--- config.mk ---
export PLATFORM = sky130hd
export DESIGN_NAME = alu_issue_unit
export DESIGN_NICKNAME = d
export VERILOG_FILES = /design/src/rtl/risc8_pkg.sv /design/src/rtl/reg_file_8x8.sv /design/src/rtl/alu_issue_unit.sv
export SDC_FILE = /design/constraint.sdc
export NUM_CORES = 1
export LEC_CHECK = 0
export BUFFER_PORTS_ARGS = -buffer_cell sky130_fd_sc_hd__buf_4
export CAP_MARGIN = 10
export CORE_MARGIN = 1
export CORE_UTILIZATION = 35
export DETAILED_ROUTE_END_ITERATION = 8
export PLACE_DENSITY = 0.59
export REMOVE_ABC_BUFFERS = 1
export SETUP_SLACK_MARGIN = 0.2
export SLEW_MARGIN = 20
export SYNTH_ARGS = -nofsm -noshare
export SYNTH_HDL_FRONTEND = slang
export SYNTH_SLANG_ARGS = --single-unit
--- constraint.sdc ---
create_clock -name clk -period 1.8 [get_ports clk]
set_clock_uncertainty 0.05 [all_clocks]
set_input_delay 0.09 -clock clk [delete_from_list [all_inputs] [get_ports clk]]
set_output_delay 0.09 -clock clk [all_outputs]
set_load 0.01 [all_outputs]
--- src/rtl/risc8_pkg.sv ---
// Shared opcodes, instruction layout and FSM encoding for the 8-bit issue
// stage and its register file.
package risc8_pkg;
    localparam int DW    = 8;
    localparam int NREGS = 8;
    localparam int AW    = 3;

    localparam logic [2:0] OP_ADD  = 3'd0;
    localparam logic [2:0] OP_SUB  = 3'd1;
    localparam logic [2:0] OP_AND  = 3'd2;
    localparam logic [2:0] OP_OR   = 3'd3;
    localparam logic [2:0] OP_XOR  = 3'd4;
    localparam logic [2:0] OP_NOR  = 3'd5;
    localparam logic [2:0] OP_LDI  = 3'd6;
    localparam logic [2:0] OP_HALT = 3'd7;

    localparam int OP_MSB  = 15;
    localparam int OP_LSB  = 13;
    localparam int RD_MSB  = 12;
    localparam int RD_LSB  = 10;
    localparam int RS1_MSB = 9;
    localparam int RS1_LSB = 7;
    localparam int RS2_MSB = 6;
    localparam int RS2_LSB = 4;
    localparam int IMM_MSB = 7;
    localparam int IMM_LSB = 0;

    // Field order mirrors the bit positions above (op in the top bits).
    typedef struct packed {
        logic [2:0] op;
        logic [2:0] rd;
        logic [2:0] rs1;
        logic [2:0] rs2;
        logic [3:0] rsvd;
    } instr_t;

    typedef enum logic [2:0] {
        S_IDLE,
        S_READ,
        S_EXEC,
        S_WB,
        S_HALT
    } state_t;

    function automatic logic [DW-1:0] imm_of(input instr_t i);
        logic [15:0] raw;
        raw = i;
        return raw[IMM_MSB:IMM_LSB];
    endfunction
endpackage

--- src/rtl/reg_file_8x8.sv ---
// 8x8 register file: two combinational read ports, a debug read port and one
// synchronous write port. r0 is never written, so it always reads zero.
module reg_file_8x8
    import risc8_pkg::*;
(
    input  logic          clk,
    input  logic          rst,
    input  logic [AW-1:0] ra1,
    input  logic [AW-1:0] ra2,
    input  logic [AW-1:0] dbg_addr,
    output logic [DW-1:0] rd1,
    output logic [DW-1:0] rd2,
    output logic [DW-1:0] dbg_data,
    input  logic          we,
    input  logic [AW-1:0] wa,
    input  logic [DW-1:0] wd
);
    logic [NREGS-1:0][DW-1:0] regs;

    always_ff @(posedge clk) begin
        if (rst)
            regs <= '0;
        else if (we && wa != '0)
            regs[wa] <= wd;
    end

    assign rd1      = regs[ra1];
    assign rd2      = regs[ra2];
    assign dbg_data = regs[dbg_addr];
endmodule

--- src/rtl/alu_issue_unit.sv ---
// Decode/issue stage for the 8-bit combinational ALU: one instruction in
// flight, IDLE -> READ -> EXEC -> WB, with a terminal HALT state.
module alu_issue_unit
    import risc8_pkg::*;
(
    input  logic          clk,
    input  logic          rst,
    input  logic          instr_valid,
    input  logic [15:0]   instr,
    output logic          instr_ready,
    output logic [DW-1:0] alu_a,
    output logic [DW-1:0] alu_b,
    output logic [2:0]    alu_ctrl,
    input  logic [DW-1:0] alu_result,
    output logic          wb_valid,
    output logic [AW-1:0] wb_addr,
    output logic [DW-1:0] wb_data,
    output logic          zero_flag,
    output logic          halted,
    input  logic [AW-1:0] dbg_addr,
    output logic [DW-1:0] dbg_data
);
    state_t        state, nstate;
    instr_t        ir;
    logic [DW-1:0] result_q;
    logic [DW-1:0] rd1, rd2;
    logic          is_alu;

    assign is_alu = (ir.op < OP_LDI);

    reg_file_8x8 u_rf (
        .clk      (clk),
        .rst      (rst),
        .ra1      (ir.rs1),
        .ra2      (ir.rs2),
        .dbg_addr (dbg_addr),
        .rd1      (rd1),
        .rd2      (rd2),
        .dbg_data (dbg_data),
        .we       (wb_valid),
        .wa       (ir.rd),
        .wd       (result_q)
    );

    always_comb begin
        nstate = state;
        case (state)
            S_IDLE: if (instr_valid) nstate = S_READ;
            S_READ: nstate = S_EXEC;
            S_EXEC: nstate = (ir.op == OP_HALT) ? S_HALT : S_WB;
            S_WB:   nstate = S_IDLE;
            S_HALT: nstate = S_HALT;
            default: nstate = S_IDLE;
        endcase
    end

    always_ff @(posedge clk) begin
        if (rst) begin
            state     <= S_IDLE;
            ir        <= '0;
            alu_a     <= '0;
            alu_b     <= '0;
            alu_ctrl  <= '0;
            result_q  <= '0;
            zero_flag <= 1'b0;
        end else begin
            state <= nstate;
            case (state)
                S_IDLE: if (instr_valid) ir <= instr_t'(instr);
                S_READ: if (is_alu) begin
                    alu_a    <= rd1;
                    alu_b    <= rd2;
                    alu_ctrl <= ir.op;
                end
                S_EXEC: begin
                    if (is_alu)
                        result_q <= alu_result;
                    else if (ir.op == OP_LDI)
                        result_q <= imm_of(ir);
                end
                // LDI commits without touching the flag.
                S_WB: if (is_alu) zero_flag <= (result_q == '0);
                default: ;
            endcase
        end
    end

    assign instr_ready = (state == S_IDLE);
    assign wb_valid    = (state == S_WB);
    assign halted      = (state == S_HALT);
    assign wb_addr     = ir.rd;
    assign wb_data     = result_q;
endmodule

After elaboration in Yosys (flattened, before gate mapping)

Cells that the tools add are included.
Widths: inputs -> output; s select.

Output and inout bits: 42
Flip-flop bits (word level): 111

Equality and inequality tests: 7
$lt $le $gt $ge: 6
Multiplexer cells: 14
Reductions and logical operators: 10

Operators by type and width:

| cell               | count |
|---|---|
| $bmux 8 s3         | 3 |
| $bwmux 64          | 1 |
| $mux 8             | 6 |
| $demux 8 s3        | 1 |
| $lt 3x4->1 const B | 4 |
| $pmux 3 s4         | 1 |
| $eq 3x3->1 const B | 3 |
| $logic_not 8->1    | 1 |
| $reduce_and 2->1   | 4 |
| $eq 3x2->1 const B | 2 |
| $mux 3             | 2 |
| $eq 3x1->1 const B | 1 |
| $ge 3x1->1 const B | 1 |
| $logic_not 3->1    | 1 |
| $lt 3x3->1 const B | 1 |
| $reduce_bool 3->1  | 1 |
| $logic_and 1x1->1  | 2 |
| $ne 2x2->1 const B | 1 |
| $reduce_bool 2->1  | 1 |

Longest topological paths before layout

Gate-level depths: netlist of run 1.

Depth after elaboration: 5
Mapped depth: 7
Mapped depth without buffers: 3

Cells and area by module

A second synthesis of run 1 with hierarchy kept.

Cell total of the unflattened synthesis: 566
Area, all modules: 5825.6 um^2

By module, submodules not included:

| module         | sequential area each (um^2) | area each (um^2) | cells each | times used |
|---|---|---|---|---|
| reg_file_8x8   | 1281.2                      | 3827.4           | 332        | 1 |
| alu_issue_unit | 940.9                       | 1998.2           | 234        | 1 |

Worst setup path after synthesis of run 1

No wires, ideal clock.

Path type: register to register
Start point: register ir[4] in the netlist's numbering
End point: register alu_b[4]
Stages on the path, launching flop included: 6
Buffers on the path: 2
Arrival: 1.387 ns
Slack: 0.229 ns
Setup time: 0.134 ns
Cell sequence: dfxtp_1 buf_4 buf_4 mux4_2 mux2i_1 a211oi_1

Word-level cells in the longest chain between the ends: 2

Ends and longest elaborated chain:

| item                         | line                 | text |
|---|---|---|
| start, declared              | alu_issue_unit.sv:24 | `instr_t ir;` |
| start signal, assigned       | alu_issue_unit.sv:69 | `S_IDLE: if (instr_valid) ir <= instr_t'(instr);` |
| $bmux 8 s3                   | reg_file_8x8.sv:28   | `assign rd2 = regs[ra2];` |
| $mux 8 (implied by the code) | reg_file_8x8.sv:28   |  |
| end signal, assigned         | alu_issue_unit.sv:72 | `alu_b <= rd2;` |
| end, declared                | alu_issue_unit.sv:12 | `output logic [DW-1:0] alu_b,` |

No other way between the ends. The select of a mux whose other input is x is not followed.
A chain may end at the register's enable or synchronous reset.

Worst setup path after layout of run 1

Start point: register u_rf.regs[26] in the netlist's numbering
End point: output port dbg_data[2]

Word-level cells in the longest chain between the ends: 2

Ends and longest elaborated chain:

| item                            | line                 | text |
|---|---|---|
| start, declared                 | reg_file_8x8.sv:18   | `logic [NREGS-1:0][DW-1:0] regs;` |
| start signal, assigned by index | reg_file_8x8.sv:24   | `regs[wa] <= wd;` |
| $bmux 8 s3                      | reg_file_8x8.sv:29   | `assign dbg_data = regs[dbg_addr];` |
| $mux 8 (implied by the code)    | reg_file_8x8.sv:29   |  |
| end, declared                   | alu_issue_unit.sv:21 | `output logic [DW-1:0] dbg_data` |

No other way between the ends. The select of a mux whose other input is x is not followed.

==> results.txt, run 1 <==
The flow ran to the end, and the final reports show no timing, DRC or antenna violations. The overall global routing resource usage is 0.216. The power spent charging and discharging nets is 1.58 mW. The number of top-level design ports is 72. The number of flops mapped to enable cells by yosys is 0. The die outline height is 130 um.

In this run the horizontal extent of the chip is 130 um. Setup repair after global routing could not meet its margin everywhere. In the routed layout, each cell is associated on average with a via count of 5.70.

The number of remaining DRC errors is 0. The critical path is of the flop to output pin type. The wire length per cell after detailed routing came out at 19.8 um. The share of synthesized area occupied by flip-flops and latches came out at 0.385. The starting DRC count in detailed routing came out at 493. Clock latency on the worst-skew pair, taken at its later pin, is 370 ps.

The floorplan has 46 rows. Walking the worst path, the cells encountered are mux4_2 -> mux2_4 -> buf_6. Of all nets on the critical path, the largest fanout is 4.

The leftover overflow at the end of global routing came out at 0. The layout has 1534 filler cells. The number of maximum-capacitance constraint violations is 0. The proportion of synthesized flip-flops having asynchronous set or reset is 0.

Among all flip-flop cells after synthesis, the most frequent one is sky130_fd_sc_hd__dfxtp_1. The final-layout setup total negative slack is 0 ps. The share of final-layout standard cells stronger than drive strength 1 came out at 0.382.

The mean cell area of the mapped netlist came out at 9.71 um^2. The fmax is 580 MHz. After synthesis, the cell types taking the most area are sky130_fd_sc_hd__dfxtp_1, sky130_fd_sc_hd__mux4_2, sky130_fd_sc_hd__a21oi_1. The number of sinks on the clock net is 111. Once detail routing completed, the nets flagged for antenna violations numbered 0.

The total instance count after detailed placement is 839. The count of endpoints failing hold in the final timing report is 0. The detailed-routing iteration count for the pre-antenna-repair pass came out at 5.

The number of buffers added by the clock tree synthesis step is 9. The overall via count from detail_route came out at 5152. The part of the total power dissipated in sequential elements is 0.473.

The internal portion of the total power is 4.09 mW. The cell count after synthesis came out at 594. The met2 routed wirelength is 9020 um. The biggest area contributor in the post-synthesis netlist is sky130_fd_sc_hd__dfxtp_1. In the final routing, the length of wire on met1 measures 7250 um. The die covers 17000 um^2. STA classifies the critical path endpoint as an output pin. No sink is reached through more buffers than the 2 on the longest clock path. The post-route clock period utilization is 0.958. Setup violations remaining at the end of the flow were counted as 0. The share of total power dissipated in the clock network is 0.371. Sorting the synthesized cells by how often they occur yields sky130_fd_sc_hd__dfxtp_1, sky130_fd_sc_hd__a21oi_1, sky130_fd_sc_hd__nand3_1. Input and output buffers added on the ports amount to 71. TritonCTS built the clock tree. For the worst setup path, the data arrival time is 1580 ps. The area of the placeable core came out at 16000 um^2. Headroom to the max-slew limit came out at 0.664. The minimum clock period after layout is 1720 ps. The cell with the most instances after synthesis is sky130_fd_sc_hd__dfxtp_1. Compared with the post-synthesis result, the final layout area differs by 28.5%. The max-slew violation count is 0. The top routing layer in use is met4.

The combinational share of power is 0.156. The routed design has 17900 um of wire. The clock-pin slew of the registers on the worst-case setup and hold paths came out at 70 ps. On the critical path the largest part of the delay comes from multiplexers.

The share of synthesized area in the top cell type comes to 0.385. The deepest level of the CTS H-tree is 3. The detailed placement HPWL is 11100 um. The initial core utilization is 0.360. For this design, the slowest cell found on the critical path is sky130_fd_sc_hd__mux4_2.

The buffers plus inverters on the worst setup path is 1. For this run, the slowest stage of the critical path takes 470 ps. The worst setup path is launched from a flop. For this run, the number of Yosys warnings is 0. The post-synthesis instance area is 5770 um^2. The transition time of the tightest slew-check pin is 504 ps.

Wire segments on met3 add up to 1220 um in the final route. The total leakage power is 2.61 nW. The number of antenna violations at the first check in global routing is 0. The class of the most critical hold timing path is input pin to flop. The largest voltage drop on the vdd net came out at 0.455 mV.

The total number of nets in the final design is 713. The synthesis-stage register bit count came out at 111. The CTS root buffer is sky130_fd_sc_hd__clkbuf_16. The critical path data required time came out at 1660 ps. The count of non-filler cells in the finished layout came out at 904. The netlist uses 38 different library cells. The wire length of the first global-routing pass came out at 27600 um. The power density over the cells is 765 nW/um^2. The number of antenna cells inserted came out at 0. The switching fraction of total power came out at 0.278.

The placer congestion estimate came out at 0.845. The number of global-route vias before repair came out at 5067. The largest net degree at the start of global routing came out at 50.
[registers in the layout (all words and copies together) (netlist names)]
name,flops
zero_flag,1
state,3
u_rf.regs,64
wb_data,8
ir,13
alu_ctrl,3
alu_a,8
wb_addr,3
alu_b,8
[cell usage in the layout (no fill, tap or decap), types with 2 or more instances in the layout]
| cell type | instances |
|---|---|
| sky130_fd_sc_hd__dlygate4sd3_1 | 24 |
| sky130_fd_sc_hd__buf_12 | 5 |
| sky130_fd_sc_hd__dfxtp_4 | 2 |
| sky130_fd_sc_hd__dfxtp_1 | 59 |
| sky130_fd_sc_hd__nor2_1 | 4 |
| sky130_fd_sc_hd__nand2_1 | 41 |
| sky130_fd_sc_hd__mux4_2 | 48 |
| sky130_fd_sc_hd__nand2b_1 | 4 |
| sky130_fd_sc_hd__a311oi_1 | 8 |
| sky130_fd_sc_hd__clkbuf_16 | 11 |
| sky130_fd_sc_hd__nor2b_1 | 11 |
| sky130_fd_sc_hd__nor3_1 | 3 |
| sky130_fd_sc_hd__nand3_1 | 65 |
| sky130_fd_sc_hd__a21oi_1 | 99 |
| sky130_fd_sc_hd__o21ai_0 | 53 |
| sky130_fd_sc_hd__nor4b_1 | 2 |
| sky130_fd_sc_hd__inv_6 | 2 |
| sky130_fd_sc_hd__nor4_1 | 3 |
| sky130_fd_sc_hd__dfxtp_2 | 50 |
| sky130_fd_sc_hd__a21bo_2 | 2 |
| sky130_fd_sc_hd__a211oi_1 | 18 |
| sky130_fd_sc_hd__mux2i_1 | 16 |
| sky130_fd_sc_hd__o21ai_1 | 3 |
| sky130_fd_sc_hd__mux2_4 | 8 |
| sky130_fd_sc_hd__buf_6 | 8 |
| sky130_fd_sc_hd__buf_4 | 116 |
| sky130_fd_sc_hd__and2_1 | 3 |
[cell families after synthesis]
family	Yosys count	share of synthesized area
multiplexers	72	0.231
AO/OA/AOI/OAI	183	0.174
buffers and inverters	77	0.0701
flip-flops	111	0.385
AND/OR/NAND/NOR	151	0.140
[what timing repair did]
item | in CTS | in global routing
resized for setup | 59 | 13
hold buffers | 24 | 0
setup buffers | 21 | 2
endpoints found under the setup margin | 11 | 23
cloned | 0 | 2
endpoints found under the hold margin | 24 | 0
[path summary, 6_finish.rpt]
check | cells after the start | start | endpoint | slack (ps)
worst max-delay path | 3 | u_rf.regs[26] | dbg_data[2] | 80
worst min-delay path | 4 | instr_valid | state[0] | 130
worst max register to register | 4 | ir[4] | alu_b[2] | 290
worst min register to register | 2 | ir[0] | ir[0] | 410
[power groups by stage]
| stage | sequential, mW | combinational, mW | clock (mW) |
|---|---|---|---|
| global placement | 2.72 | 0.811 | 0 |
| CTS | 2.67 | 0.869 | 2.13 |
| global route | 2.69 | 0.956 | 2.24 |
| finish | 2.68 | 0.885 | 2.10 |
| floorplan | 2.77 | 0.303 | 0 |
| detailed placement | 2.73 | 0.824 | 0 |
[metrics by stage]
stage | worst slack [ps] | hold slack (ps) | util | power (mW) | cell area, um^2
2_1_floorplan | -1090 | 109 | - | 3.07 | 5360
3_3_place_gp | 267 | 292 | 0.407 | 3.54 | 6510
3_5_place_dp | 189 | 300 | 0.407 | 3.55 | 6510
4_1_cts | 76.5 | 125 | 0.458 | 5.66 | 7320
5_1_grt | 40.8 | 152 | 0.463 | 5.89 | 7410
6_report | 76.4 | 134 | 0.463 | 5.67 | 7410
[cell type report]
class | count | area (um^2) | share of cell area
clock inverters | 5 | 63.8 | 0.00861
well taps | 216 | 270 | 0.0364
multi-input cells | 406 | 3190 | 0.431
flip-flops and latches | 111 | 2290 | 0.309
clock buffers | 11 | 243 | 0.0327
repair buffers | 155 | 1350 | 0.182
[worst reg2reg max path: cells and delay by family, from the launching register on]
kind | cells | cell delay (ps)
muxes | 2 | 670
AOI/OAI and AO/OA | 1 | 90
DFF | 1 | 400
buffers and inverters | 1 | 160
[routing by layer]
layer  vias to the layer above  track usage
li1                       2392            -
met1                      2529        0.278
met2                       200        0.360
met3                        31       0.0391
met4                         0       0.0872
met5                         -            0
Note: power is estimated with default switching activity, not from simulation.
==> run 2, diff against run 1 <==
Settings changed: ABC_AREA set to 1.
==> results.txt, run 2 <==
The post-route clock period utilization came out at 0.831 (-0.127). The power spent charging and discharging nets came out at 2.12 mW (+35%). The number of maximum-capacitance constraint violations came out at 0 (unchanged).

The overall routed net length came out at 19400 um (+8.3%). The number of antenna cells inserted is 0 (unchanged). The number of flops mapped to enable cells by yosys came out at 0 (unchanged). The overall via count from detail_route is 5941 (+15%). The clock-pin slew of the registers on the worst-case setup and hold paths was 70 ps (about the same).

The placer congestion estimate came out at 0.789 (-6.6%). The top-area cell type share of the netlist area is 0.377 (-0.00810). The clock latency at the later pin of the worst-skew pair is 350 ps (-20 ps). The worst-case register-to-register setup slack is 340 ps (+50 ps). Tracing the worst setup path back leads to its startpoint at u_rf.regs[14].

The remaining antenna violation count is 0 (unchanged). The wire length of the first global-routing pass is 31000 um (+12%). In the layout the commonest cells are sky130_fd_sc_hd__nand2_1, sky130_fd_sc_hd__a21oi_1, sky130_fd_sc_hd__nand3_1.

The die outline height came out at 132 um (+1.1%). The count of endpoints failing setup in the final report is 0 (unchanged). The row count is 47 (+2.2%). The via count normalized by instance count was 5.17 (-9.4%). The proportion of power drawn by the clock network came out at 0.299 (-0.072). The total instance count after detailed placement came to 1114 (+33%). The wire length per cell after detailed routing is 16.8 um (-15%). The share of synthesized area occupied by flip-flops and latches came to 0.377 (-0.00810). Counting instances in the post-synthesis netlist gives the leading cell types as sky130_fd_sc_hd__nand2_1, sky130_fd_sc_hd__a21oi_1, sky130_fd_sc_hd__nand3_1. The switching fraction of total power came to 0.336 (+0.0576). The number of input and output port buffers inserted was 71 (unchanged).

The deepest level of the CTS H-tree is 3 (unchanged). The number of sinks on the clock net came out at 111 (unchanged). The largest net degree at the start of global routing is 82 (+64%). The maximum clock path buffer count came to 2 (unchanged). The number of global-route vias before repair is 5581 (+10%). Leaving out fill and tap cells, the most frequent cell in the layout is sky130_fd_sc_hd__nand2_1.

The flow ran to the end, and the final reports show no timing, DRC or antenna violations. The overall global routing resource usage is 0.229 (+0.0125). The post-synthesis instance area is 5890 um^2 (+2.1%). In this run the most critical hold path is launched from instr[6].

Of all cell types, the one taking the most synthesized area is sky130_fd_sc_hd__dfxtp_1. The synthesis-stage register bit count is 111 (unchanged). The proportion of synthesized flip-flops having asynchronous set or reset came out at 0 (unchanged). By area the synthesized netlist is led by sky130_fd_sc_hd__dfxtp_1, sky130_fd_sc_hd__nand2_1, sky130_fd_sc_hd__a21oi_1. The most used flip-flop cell after synthesis is sky130_fd_sc_hd__dfxtp_1.

The standard cell with the maximum stage delay on the critical path is sky130_fd_sc_hd__dfxtp_1. The number of flip-flops under the largest register name is 64 (unchanged). The count of non-filler cells in the finished layout came out at 1150 (+27%). The number of buffers added by the clock tree synthesis step came out at 9 (unchanged). The largest registers in the layout are u_rf.regs: 64 flops, ir: 13 flops.

The width of the die came out at 132 um (+1.1%). The final-layout setup total negative slack came out at 0 ps (unchanged). The category of the worst setup path launch point is a flop. The leftover overflow at the end of global routing came to 0 (unchanged). The fmax came out at 669 MHz (+15%). The critical path data required time was 1660 ps (about the same). The mean cell area of the mapped netlist is 6.81 um^2 (-30%).

The area growth from synthesis to layout is 19.4%. The detailed placement HPWL came out at 12100 um (+8.3%). The setup path with the least slack is of type flop to output pin. The register with the most flip-flops in the final layout is u_rf.regs.

TritonCTS built the clock tree. The CTS root buffer is sky130_fd_sc_hd__clkbuf_16. The internal cell power is 4.20 mW (+2.6%). The part of the total power dissipated in sequential elements is 0.432 (-0.041).

The combinational share of power came out at 0.270 (+0.114). The initial core utilization came out at 0.357 (-0.00394). The distinct cell type count after synthesis is 32 (-16%). The relative slew slack came to 0.644 (-0.0206).

In the post-synthesis netlist, the cell with the most instances is sky130_fd_sc_hd__nand2_1. The critical path capture point type is an output pin. The area of the placeable core came out at 16500 um^2 (+3.3%). The post-route worst hold slack is 23.2 ps (-111 ps). The number of top-level design ports came to 72 (unchanged). The largest voltage drop on the vdd net is 0.522 mV (+15%).

The count of endpoints failing hold in the final timing report came out at 0 (unchanged). The count of fill cells added during filler insertion came out at 1733 (+13%). The power after layout is 6.32 mW (+12%). The number of antenna violations at the first check in global routing was 0 (unchanged). The total leakage power was 3.01 nW (+15%). The delay of the slowest cell on the worst path came to 300 ps (-170 ps). The synthesis warning total came out at 0 (unchanged). The final design utilization came out at 0.426 (-0.0378). The data arrival time of the critical path came out at 1360 ps (-220 ps).

The reg-to-reg startpoint is state[0]. The detailed-routing iteration count for the pre-antenna-repair pass is 7 (+2). The cell count after synthesis is 865 (+46%). The total number of nets in the final design was 956 (+34%). The max-slew violation count came out at 0 (unchanged).

The share of final-layout standard cells stronger than drive strength 1 came out at 0.160 (-0.222). The minimum clock period after layout came to 1500 ps (-228 ps). The transition time of the tightest slew-check pin came to 531 ps (+27.6 ps). The signal on the critical path passes through inv_1 -> a21oi_1 -> o21ai_0 -> nand2_1 -> o21a_1 -> buf_4. The power density over the cells came out at 899 nW/um^2 (+18%). The largest driver fanout on the critical path was 4 (unchanged). The area of the die came out at 17400 um^2 (+2.1%). Setup repair after global routing could not meet its margin everywhere. The starting DRC count in detailed routing came out at 690 (+40%). The class of the most critical hold timing path is input pin to flop. The number of remaining DRC errors is 0 (unchanged).
## run 2: cell types whose count changed after synthesis, sizes merged, moves of 17 or more
cell and change:
nand2 +131, inv +92, o21ai +64, nand3 +61
mux4 -48, nor2 +28, a21oi +27, a211oi -17
clkbuf -17
## run 2: final timing paths
check,to,depth (start not counted)
setup / recovery,dbg_data[6],6
hold / removal,ir[6],3
setup reg to reg,wb_addr[1],7
hold reg to reg,ir[0],2
## run 2: per-layer routing
metal  vias to the layer above  wire length [um]  share of wire  track usage
li1                       2977                 -              -            -
met1                      2704              9040           0.47        0.313
met2                       221              8540           0.44        0.360
met3                        39              1170          0.060       0.0308
met4                         0               614          0.032       0.0969
met5                         -                 0              0            0
## run 2: what timing repair did
| action | 4_1_cts | 5_1_grt |
|---|---|---|
| hold buffers | 17 | 0 |
| buffers inserted | 0 | 4 |
| endpoints found under the setup margin | 0 | 26 |
| resized for setup | 0 | 2 |
| endpoints found under the hold margin | 16 | 0 |
## run 2: cells by family (layout without fill, tap and decap cells)
| family | Yosys count | in the layout | synth area share |
|---|---|---|---|
| and+or+nand+nor | 338 | 338 | 0.268 |
| AOI/OAI and AO/OA | 258 | 258 | 0.230 |
| buffers and inverters | 158 | 223 | 0.125 |
| DFF | 111 | 111 | 0.377 |
## run 2: cell type report
| cell class | count | area, um^2 | area share |
|---|---|---|---|
| Sequential cell | 111 | 2220 | 0.316 |
| Inverter | 95 | 364 | 0.0518 |
| Clock inverter | 3 | 20.0 | 0.00285 |
| Timing Repair Buffer | 113 | 966 | 0.137 |
| Tap cell | 220 | 275 | 0.0391 |
| Clock buffer | 12 | 246 | 0.0350 |
| Multi-Input combinational cell | 596 | 2940 | 0.418 |
## run 2: worst max-delay path: cells and delay by family, from the launching register on
kind,cells,cell delay (ps)
AO/OA/AOI/OAI,3,360
flip-flops,1,300
buffers and inverters,2,270
AND/OR/NAND/NOR,1,80
## run 2: per-stage QoR
stage | area (um^2) | worst slack [ps]
after floorplan | 5520 | -174
after global placement | 6550 | 321
after detailed placement | 6550 | 243
after CTS | 6990 | 233
after global routing | 7030 | 198
final | 7030 | 304
## run 2: power groups by stage
stage	logic [mW]	registers (mW)	clock network (mW)
2_1_floorplan	0.842	2.84	0
3_3_place_gp	1.62	2.79	0
3_5_place_dp	1.64	2.78	0
4_1_cts	1.67	2.73	1.94
5_1_grt	1.87	2.75	2.02
6_report	1.70	2.73	1.89
==> run 3, diff against run 2 <==
Clock period 1.8 ns to 1.4 ns, I/O delays scaled along.
==> results.txt, run 3 (synthesis results as in run 2) <==
The commonest non-fill, non-tap cell in the layout is sky130_fd_sc_hd__nand2_1. The wire length of the first global-routing pass is 35200 um (+14%). The number of sinks on the clock net is 111 (unchanged). The standard cell with the maximum stage delay on the critical path is sky130_fd_sc_hd__dfxtp_4. The buffers plus inverters on the worst setup path is 4 (+2). The clock latency at the later pin of the worst-skew pair is 360 ps (about the same). The count of endpoints failing hold in the final timing report is 0 (unchanged).

The checks that failed: negative setup slack. Leaving out fill and tap cells, the most frequent cells in the layout are sky130_fd_sc_hd__nand2_1, sky130_fd_sc_hd__buf_4, sky130_fd_sc_hd__nand3_1. The number of input and output port buffers inserted was 71 (unchanged). The number of antenna violations at the first check in global routing is 0 (unchanged).

Traced cell by cell, the critical path runs through buf_6 -> nand3_4 -> buf_6 -> nor2_4 -> buf_12 -> buf_12 -> o21ai_2 -> a21oi_1. The cell depth of the worst hold path came out at 5 (+2). The number of global-route vias before repair came out at 6226 (+12%). The number of top-level design ports came out at 72 (unchanged).

The total leakage power came to 3.73 nW (+24%). The largest net degree at the start of global routing came to 66 (-20%). The CTS tree is done. The largest voltage drop on the vdd net is 0.829 mV (+59%). The setup path with the least slack is of type flop to flop.

The most flop-heavy register is u_rf.regs. The overall via count from detail_route is 6722 (+13%). The final setup slack of the worst path came to -34.3 ps (-338 ps). The remaining antenna violation count is 0 (unchanged).

The row count is 47 (unchanged). The kind of cell with the highest combined delay along the critical path is buffers and inverters. The initial core utilization is 0.357 (unchanged).

The number of antenna cells inserted was 0 (unchanged). The final design utilization came out at 0.547 (+0.122). The relative slew slack came out at 0.685 (+0.0416). The overall routed net length is 23700 um (+22%).

The width of the die came to 132 um (unchanged). The critical path data required time was 1640 ps (-20 ps). The wire length per cell after detailed routing came out at 19.0 um (+13%).

The maximum clock path buffer count came out at 2 (unchanged). The worst setup path is launched from a flop. The post-route worst hold slack is 61.0 ps (+37.9 ps).

For hold timing, the worst endpoint is wb_data[2]. The die outline height is 132 um (unchanged). The startpoint identified for the worst register-to-register timing path is state[1]. The count of cell instances traversed by the critical path came out at 8 (+2). The final-layout setup total negative slack is -135 ps (-135 ps). The worst-case register-to-register setup slack is -30 ps (-370 ps).

The number of remaining DRC errors is 0 (unchanged). The number of buffers added by the clock tree synthesis step came out at 9 (unchanged). The data arrival time of the critical path was 1670 ps (+310 ps). The CTS root buffer is sky130_fd_sc_hd__clkbuf_16. The delay of the slowest cell on the worst path is 380 ps (+80 ps). The fmax came out at 697 MHz.

The minimum clock period after layout came out at 1430 ps. The placer congestion estimate is 0.816 (+3.4%). The via count normalized by instance count is 5.40 (+4.5%). Setup repair after global routing could not meet its margin everywhere. The reg-to-reg critical path endpoint is u_rf.regs[46]. The area of the die was 17400 um^2 (unchanged). The count of endpoints failing setup in the final report is 7 (+7). The detailed-routing iteration count for the pre-antenna-repair pass came out at 5 (-2). The area growth from synthesis to layout is 53.5%. The starting DRC count in detailed routing was 655 (-5.1%).

The post-route clock period utilization is 1.02. The number of flip-flops under the largest register name came to 64 (unchanged). The leftover overflow at the end of global routing came out at 0 (unchanged). The min-delay analysis places its worst path in the category input pin to flop. The power density over the cells came to 1090 nW/um^2 (+22%). The overall global routing resource usage came to 0.267 (+0.0380). The summed area of non-filler cells in the final layout was 9040 um^2 (+29%). The share of final-layout standard cells stronger than drive strength 1 is 0.421 (+0.261). The number of cells on the worst reg-to-reg path came out at 8 (+1). The largest registers in the layout are u_rf.regs: 64 flops, ir: 13 flops. The startpoint identified for the worst hold timing path is alu_result[2]. The detailed placement HPWL came out at 12300 um (+2.2%). The critical path capture point type is a flop.

The area of the placeable core is 16500 um^2 (unchanged). The total number of nets in the final design is 1051 (+9.9%). The run finished, with violations left. The number of maximum-capacitance constraint violations is 0 (unchanged). The placed instance area came out at 6820 um^2 (+4.2%). The max-slew violation count came out at 0 (unchanged). The transition time of the tightest slew-check pin is 472 ps (-59.1 ps).

The deepest level of the CTS H-tree came to 3 (unchanged). The largest driver fanout on the critical path came out at 11 (+7). The clock-pin slew of the registers on the worst-case setup and hold paths came out at 80 ps (about the same).
-- run 3: timing repair --
action                                  in CTS  in global routing
resized for setup                          278                 95
endpoints found under the setup margin     111                114
buffers inserted                            46                 17
pin swaps                                   51                 18
endpoints found under the hold margin       17                  0
cloned                                      10                  0
hold buffers                                18                  0
-- run 3: final cells by class --
cell class              instances  area, um^2
fillers                      1481        7480
multi-input cells             600        3660
flip-flops and latches        111        2280
repair buffers                204        2110
inverters                      95         408
well taps                     220         275
clock buffers                  11         243
clock inverters                 4        70.1
-- run 3: through the flow --
stage | instances | setup WS [ps] | power (mW)
after floorplan | 802 | -574 | 4.74
after global placement | 1139 | 47.0 | 5.85
after detailed placement | 1139 | 12.3 | 5.87
after CTS | 1228 | 6.34 | 9.56
after global routing | 1245 | -102 | 10.3
final | 1245 | -34.3 | 9.88
-- run 3: how the worst max path moves through the flow --
stage                        from  slack (ps)       endpoint
CTS                 u_rf.regs[42]           6    dbg_data[2]
finish                   state[1]         -30  u_rf.regs[46]
floorplan                   ir[7]        -570       alu_a[1]
detailed placement       state[0]          10     wb_addr[2]
global placement         state[1]          50       alu_b[6]
global route             state[1]        -100  u_rf.regs[46]
-- run 3: power by group --
part,switching [mW],total (mW),internal (mW)
clock,1.21,2.82,1.61
sequential,0.184,3.53,3.35
combinational,1.95,3.53,1.58
total,3.35,9.88,6.53
-- run 3: metal layers --
metal | track usage | wire [um] | vias up
li1 | - | - | 3186
met1 | 0.343 | 9850 | 3149
met2 | 0.429 | 11000 | 325
met3 | 0.0592 | 1930 | 62
met4 | 0.113 | 908 | 0
met5 | 0 | 0 | -
-- run 3: worst reg2reg max path, delay by kind of cell, from the launching register on --
kind                   cells  cell delay [ps]
buffers and inverters      4              530
and+or+nand+nor            2              230
DFF                        1              380
AOI/OAI and AO/OA          2              190
